File: src/rtl/configs_pkg.sv
`default_nettype none
// ============================================================================
// Module      : configs_pkg
// Description : Shared types and default sizing for the configuration loader
//               (FSM state encoding, default word width and word count).
// Revision    : 1.0 - initial release
// ============================================================================
package configs_pkg;

  localparam int CFG_DATA_W_DEFAULT    = 32;
  localparam int CFG_NUM_WORDS_DEFAULT = 23;

  typedef enum logic [1:0] {
    IDLE   = 2'd0,
    COMMIT = 2'd1,
    LOAD   = 2'd2
  } state_t;

endpackage : configs_pkg
`default_nettype wire

File: src/rtl/configs_shadow_bank.sv
`default_nettype none
// ============================================================================
// Module      : configs_shadow_bank
// Description : Staging storage for a configuration load. One register per
//               word with its own write enable; all words exposed flat.
// Revision    : 1.0 - initial release
// ============================================================================
module configs_shadow_bank
  import configs_pkg::*;
#(
  parameter int DATA_W    = CFG_DATA_W_DEFAULT,
  parameter int NUM_WORDS = CFG_NUM_WORDS_DEFAULT
) (
  input  logic                        clk,
  input  logic                        reset,
  input  logic [NUM_WORDS-1:0]        wr_en,
  input  logic [DATA_W-1:0]           wr_data,
  output logic [DATA_W*NUM_WORDS-1:0] words
);

  for (genvar k = 0; k < NUM_WORDS; k++) begin : g_word
    logic [DATA_W-1:0] word_q;
    logic [DATA_W-1:0] word_d;

    // Capture the incoming payload only when this word is addressed.
    always_comb begin
      word_d = word_q;
      if (wr_en[k]) begin
        word_d = wr_data;
      end
    end

    // Word register, cleared asynchronously by the active-low reset.
    always_ff @(posedge clk or negedge reset) begin
      if (!reset) begin
        word_q <= '0;
      end else begin
        word_q <= word_d;
      end
    end

    assign words[k*DATA_W +: DATA_W] = word_q;
  end

endmodule : configs_shadow_bank
`default_nettype wire

File: src/rtl/configs_loader.sv
`default_nettype none
// ============================================================================
// Module      : configs_loader
// Description : Loads NUM_WORDS configuration words through a valid/ready
//               stream into a shadow bank, then publishes them atomically.
//               Optional macro CONFIGS_LOADER_READBACK_EN adds a registered
//               read port (io_rd_addr / io_rd_data) on the committed words.
// Revision    : 1.0 - initial release
// ============================================================================
module configs_loader
  import configs_pkg::*;
#(
  parameter  int DATA_W    = CFG_DATA_W_DEFAULT,
  parameter  int NUM_WORDS = CFG_NUM_WORDS_DEFAULT,
  localparam int PTR_W     = (NUM_WORDS > 1) ? $clog2(NUM_WORDS) : 1
) (
  input  logic                        clk,
  input  logic                        reset,
  input  logic                        io_start,
  input  logic [DATA_W-1:0]           io_d_in,
  input  logic                        io_d_valid,
  output logic                        io_d_ready,
  output logic                        io_busy,
  output logic                        io_done,
  output logic [DATA_W*NUM_WORDS-1:0] io_configs_out
`ifdef CONFIGS_LOADER_READBACK_EN
  ,
  input  logic [PTR_W-1:0]            io_rd_addr,
  output logic [DATA_W-1:0]           io_rd_data
`endif
);

  localparam logic [PTR_W-1:0] C_LAST_PTR = PTR_W'(NUM_WORDS - 1);

  state_t                        state_q, state_d;
  logic [PTR_W-1:0]              ptr_q, ptr_d;
  logic [DATA_W*NUM_WORDS-1:0]   configs_q, configs_d;

  logic                          w_xfer;
  logic                          w_last_xfer;
  logic [NUM_WORDS-1:0]          w_wr_en;
  logic [DATA_W*NUM_WORDS-1:0]   w_shadow_words;
  logic [DATA_W*NUM_WORDS-1:0]   w_commit_words;

  // Control FSM: next state, pointer and handshake/status outputs.
  always_comb begin
    state_d     = state_q;
    ptr_d       = ptr_q;
    w_xfer      = 1'b0;
    w_last_xfer = 1'b0;
    io_d_ready  = 1'b0;
    io_busy     = 1'b0;
    io_done     = 1'b0;
    case (state_q)
      IDLE: begin
        if (io_start) begin
          state_d = LOAD;
          ptr_d   = '0;
        end
      end
      LOAD: begin
        io_d_ready = 1'b1;
        io_busy    = 1'b1;
        if (io_start) begin
          // Restart wins over a coincident transfer; shadow keeps old data.
          ptr_d = '0;
        end else if (io_d_valid) begin
          w_xfer = 1'b1;
          if (ptr_q == C_LAST_PTR) begin
            w_last_xfer = 1'b1;
            state_d     = COMMIT;
          end else begin
            ptr_d = ptr_q + PTR_W'(1);
          end
        end
      end
      COMMIT: begin
        io_busy = 1'b1;
        io_done = 1'b1;
        state_d = IDLE;
      end
      default: begin
        state_d = IDLE;
      end
    endcase
  end

  // One write enable per shadow word, selected by the pointer.
  for (genvar k = 0; k < NUM_WORDS; k++) begin : g_wr_en
    assign w_wr_en[k] = w_xfer && (ptr_q == PTR_W'(k));
  end

  configs_shadow_bank #(
    .DATA_W    (DATA_W),
    .NUM_WORDS (NUM_WORDS)
  ) u_shadow (
    .clk     (clk),
    .reset   (reset),
    .wr_en   (w_wr_en),
    .wr_data (io_d_in),
    .words   (w_shadow_words)
  );

  // The final word is still on io_d_in when the load completes, so it is
  // merged here; the whole set lands in one edge and io_configs_out is
  // already new during the cycle io_done is high.
  always_comb begin
    w_commit_words = w_shadow_words;
    w_commit_words[(NUM_WORDS-1)*DATA_W +: DATA_W] = io_d_in;
  end

  // Published configuration only moves when a complete load commits.
  always_comb begin
    configs_d = configs_q;
    if (w_last_xfer) begin
      configs_d = w_commit_words;
    end
  end

  // State, pointer and committed configuration registers.
  always_ff @(posedge clk or negedge reset) begin
    if (!reset) begin
      state_q   <= IDLE;
      ptr_q     <= '0;
      configs_q <= '0;
    end else begin
      state_q   <= state_d;
      ptr_q     <= ptr_d;
      configs_q <= configs_d;
    end
  end

  assign io_configs_out = configs_q;

`ifdef CONFIGS_LOADER_READBACK_EN
  localparam logic [PTR_W:0] C_NUM_WORDS = (PTR_W+1)'(NUM_WORDS);

  logic [DATA_W-1:0] w_cfg_words [NUM_WORDS];
  logic [DATA_W-1:0] rd_data_q, rd_data_d;

  for (genvar k = 0; k < NUM_WORDS; k++) begin : g_rd_word
    assign w_cfg_words[k] = configs_q[k*DATA_W +: DATA_W];
  end

  // Select the committed word; addresses past the last word read as zero.
  always_comb begin
    rd_data_d = '0;
    if ({1'b0, io_rd_addr} < C_NUM_WORDS) begin
      rd_data_d = w_cfg_words[io_rd_addr];
    end
  end

  // Read data register giving one cycle of latency.
  always_ff @(posedge clk or negedge reset) begin
    if (!reset) begin
      rd_data_q <= '0;
    end else begin
      rd_data_q <= rd_data_d;
    end
  end

  assign io_rd_data = rd_data_q;
`endif

endmodule : configs_loader
`default_nettype wire

File: config.mk
export PLATFORM = sky130hd
export DESIGN_NAME = configs_loader
export DESIGN_NICKNAME = d
export VERILOG_FILES = /design/src/rtl/configs_pkg.sv /design/src/rtl/configs_shadow_bank.sv /design/src/rtl/configs_loader.sv
export SDC_FILE = /design/constraint.sdc
export NUM_CORES = 1
export LEC_CHECK = 0
export BUFFER_PORTS_ARGS = -buffer_cell sky130_fd_sc_hd__buf_2
export CORE_MARGIN = 5
export CORE_UTILIZATION = 61
export DETAILED_ROUTE_END_ITERATION = 12
export PLACE_DENSITY_LB_ADDON = 0.25
export SLEW_MARGIN = 40
export SYNTH_ARGS = -nofsm -noshare
export SYNTH_HDL_FRONTEND = slang
export SYNTH_SLANG_ARGS = --single-unit
File: constraint.sdc
create_clock -name clk -period 3.5 [get_ports clk]
set_clock_uncertainty 0.05 [all_clocks]
set_input_delay 0.7 -clock clk [delete_from_list [all_inputs] [get_ports clk]]
set_output_delay 0.7 -clock clk [all_outputs]
set_load 0.05 [all_outputs]
==> reports/results.txt <==
CTS tree: done
Critical Path Stages: 6
Clk Latency, worst-skew pair: 0.75 ns
Iter 0 DRT Violations: 1981
Most common cell after layout, fill and taps aside: dfrtp_1
Drt drc: 0
M2 GR Usage: 49.4%
Max-slew headroom: 39.4%
Final cycle utilization of the critical path: 83.0%
Core box area: 88200 um2
Avg WL per Cell: 27.2 um
# setup viols final: 0
Library cells used by synthesis: 41
Crit path required time: 4.06 ns
Sequential-to-total area share from yosys stat: 66.9%
CP Launch Point: state_q[0]
First-pass GRT wire length: 213000 um
Global route overflow: 0
GRT met1 Usage: 38.4%
DIE AREA: 94800 um2
RSZ-0062 raised after global routing: no
Final min period: 2.90 ns
Syn nets: 3234
#FFs+latches synth: 1447
Die Width: 308 um
Clock sinks: 1447
Syn. warnings: 0
CP cell instances: inv_1, ha_1, and3b_1, nand4_1, buf_4, mux2_2
WHS: 0.311 ns
Root buf cell: clkbuf_16
Initial antenna violation count: 8
Worst IR drop on VDD: 0.482 mV
Delay-heaviest family, CP: simple AND/OR/NAND/NOR gates
Resized Gates After CTS: 0
Net total in the final layout: 4016
Number of top-level pins: 775
Die height: 308 um
Setup TNS: 0 ns
Slew @ Worst Pin: 0.909 ns
Final ANT Viol Nets: 0
Mapped cell area: 54100 um2
# Post-CTS Setup Buffers: 0
Vias per cell: 5.76
Hold_buf cts: 1
Worst Setup EP: u_shadow.g_word[10].word_q[28]
Worst-path clk slew: 0.06 ns
Initial Util: 61.3%
Met3 Resource Use GR: 7.89%
CP endpoint kind: flip-flop
Worst setup SP type: flip-flop
WP buf/inv: 2
Fin. max-slew vios: 0
CP Class: reg -> reg
Reg-to-Reg End: u_shadow.g_word[10].word_q[28]
Leak: 35.4 nW
Number of H-tree levels: 4
CP max-delay cell: nand4_1
Syn Area/Cell: 17.0 um2
Largest net degree at the start of global routing: 113
CTS Buf Count: 144
First-pass DRT Iterations: 5
Gr busiest metal: met2
Leading area contributor after synthesis: dfrtp_1
Clk buf depth: 3
GRT Overall Usage: 30.2%
PortBufs: 774
PwrDens: 538 nW/um2
Fillcell total: 5494
Area Growth Syn to Fin: 19.1%
Cells after Synth: 3190
Drt total wl: 143000 um
Cell Rows: 109
Vias: 30.3k
GP Congestion: 0.811
Crit Path Max Fanout: 23
Register-to-Register Path Depth: 6
Yosys top cell area share: 66.9%
Critical path arrival: 3.47 ns
Layout cell share with drive strength beyond 1: 60.6%
Max cap viols: 0
Top post-synthesis cells by area: dfrtp_1 (67%), mux2_2 (29%), mux2_1 (1.4%)
Worst Hold Class: in -> reg
CP peak stage delay: 0.60 ns
Most frequent cells in the layout: dfrtp_1 (1447), mux2_2 (1372), buf_2 (765)
Dpl hpwl: 92100 um
Reg-to-reg setup timing slack: 0.60 ns
Fmax: 344 MHz
Status: completed
Final hold violations: 0
Worst R2R Start: state_q[0]
Vias in the first global route: 32.5k
worst min-delay path by stage:
stage	endpoint	cells after the start	start	slack, ns
4_1_cts	ptr_q[2]	2	io_start	0.25
5_1_grt	ptr_q[2]	2	io_start	0.30
6_report	ptr_q[2]	2	io_start	0.31
2_1_floorplan	io_configs_out[0]	0	reset	0.35
3_3_place_gp	io_configs_out[728]	1	io_configs_out[728]	0.41
3_5_place_dp	io_configs_out[705]	1	io_configs_out[705]	0.42
power breakdown:
group          switching (W)  leakage (nW)  internal [W]  total, W
registers           0.000261          20.1        0.0172    0.0175
logic               0.000938          12.9      0.000558   0.00150
clock network        0.00641          2.41       0.00932    0.0157
total                0.00761          35.4        0.0271    0.0347
per-stage QoR:
step           instances  total power [W]  area (um2)  setup WS (ns)  util, %
2_1_floorplan       3190           0.0185       54100          0.805        -
3_3_place_gp        4987           0.0192       59500          0.614     67.4
3_5_place_dp        4988           0.0193       59500          0.601     67.5
4_1_cts             5250           0.0350       64400          0.625     73.0
5_1_grt             5252           0.0359       64500          0.451     73.1
6_report            5256           0.0347       64500          0.596     73.1
cell type report:
| cell class | instances | area (um2) | share of cell area [%] |
|---|---|---|---|
| clock buffer | 215 | 4290 | 6.65 |
| sequential | 1447 | 36200 | 56.1 |
| tap | 1165 | 1460 | 2.26 |
| inverter | 10 | 37.5 | 0.0582 |
| multi-input combinational | 1509 | 16900 | 26.2 |
| timing repair buffer | 860 | 5020 | 7.78 |
| clock inverter | 46 | 598 | 0.927 |
| antenna | 4 | 10.0 | 0.0155 |
cell families after synthesis:
kind of cell / count (synthesis) / synth area share, %
compound gates: 13 / 0.153
buf+inv: 234 / 2.02
simple gates: 48 / 0.781
fa+ha+maj: 8 / 0.185
mux: 1440 / 30.0
flops: 1447 / 66.9
synth_stat cells:
| cell type | n |
|---|---|
| nor4_2 | 1 |
| buf_1 | 3 |
| or4b_1 | 1 |
| clkbuf_1 | 71 |
| and3_1 | 1 |
| nand4_1 | 4 |
| nand3b_1 | 1 |
| nor4_1 | 1 |
| o21ai_0 | 2 |
| a31oi_1 | 1 |
| buf_4 | 2 |
| dfrtp_1 | 1447 |
| nor4b_4 | 3 |
| buf_2 | 143 |
| and3b_1 | 2 |
| nand2_1 | 10 |
| or4_1 | 1 |
| nor3_2 | 5 |
| inv_1 | 8 |
| nand2b_1 | 1 |
| inv_2 | 1 |
| nor3_1 | 2 |
| a21oi_1 | 3 |
| and4b_1 | 2 |
| a32oi_1 | 1 |
| nor4_4 | 1 |
| and4_1 | 3 |
| o22ai_1 | 4 |
| mux2_1 | 68 |
| nand4bb_1 | 1 |
| nor2b_1 | 3 |
| clkbuf_2 | 1 |
| nor2_1 | 1 |
| o32ai_1 | 1 |
| nand4bb_4 | 1 |
| clkinv_1 | 1 |
| o311ai_0 | 1 |
| mux2_2 | 1372 |
| buf_6 | 4 |
| ha_1 | 8 |
| nand4b_1 | 3 |
flip-flops by register name, summed over array words and instances (netlist names):
register / cells
u_shadow.g_word.word_q: 704
state_q: 2
io_configs_out: 736
ptr_q: 5
layer usage:
layer,up-vias,share of wire [%]
met5,-,0.011
met4,2,5.3
met3,293,7.2
met2,973,49
met1,16200,39
li1,12800,-
(Power assumes the default switching activity.)
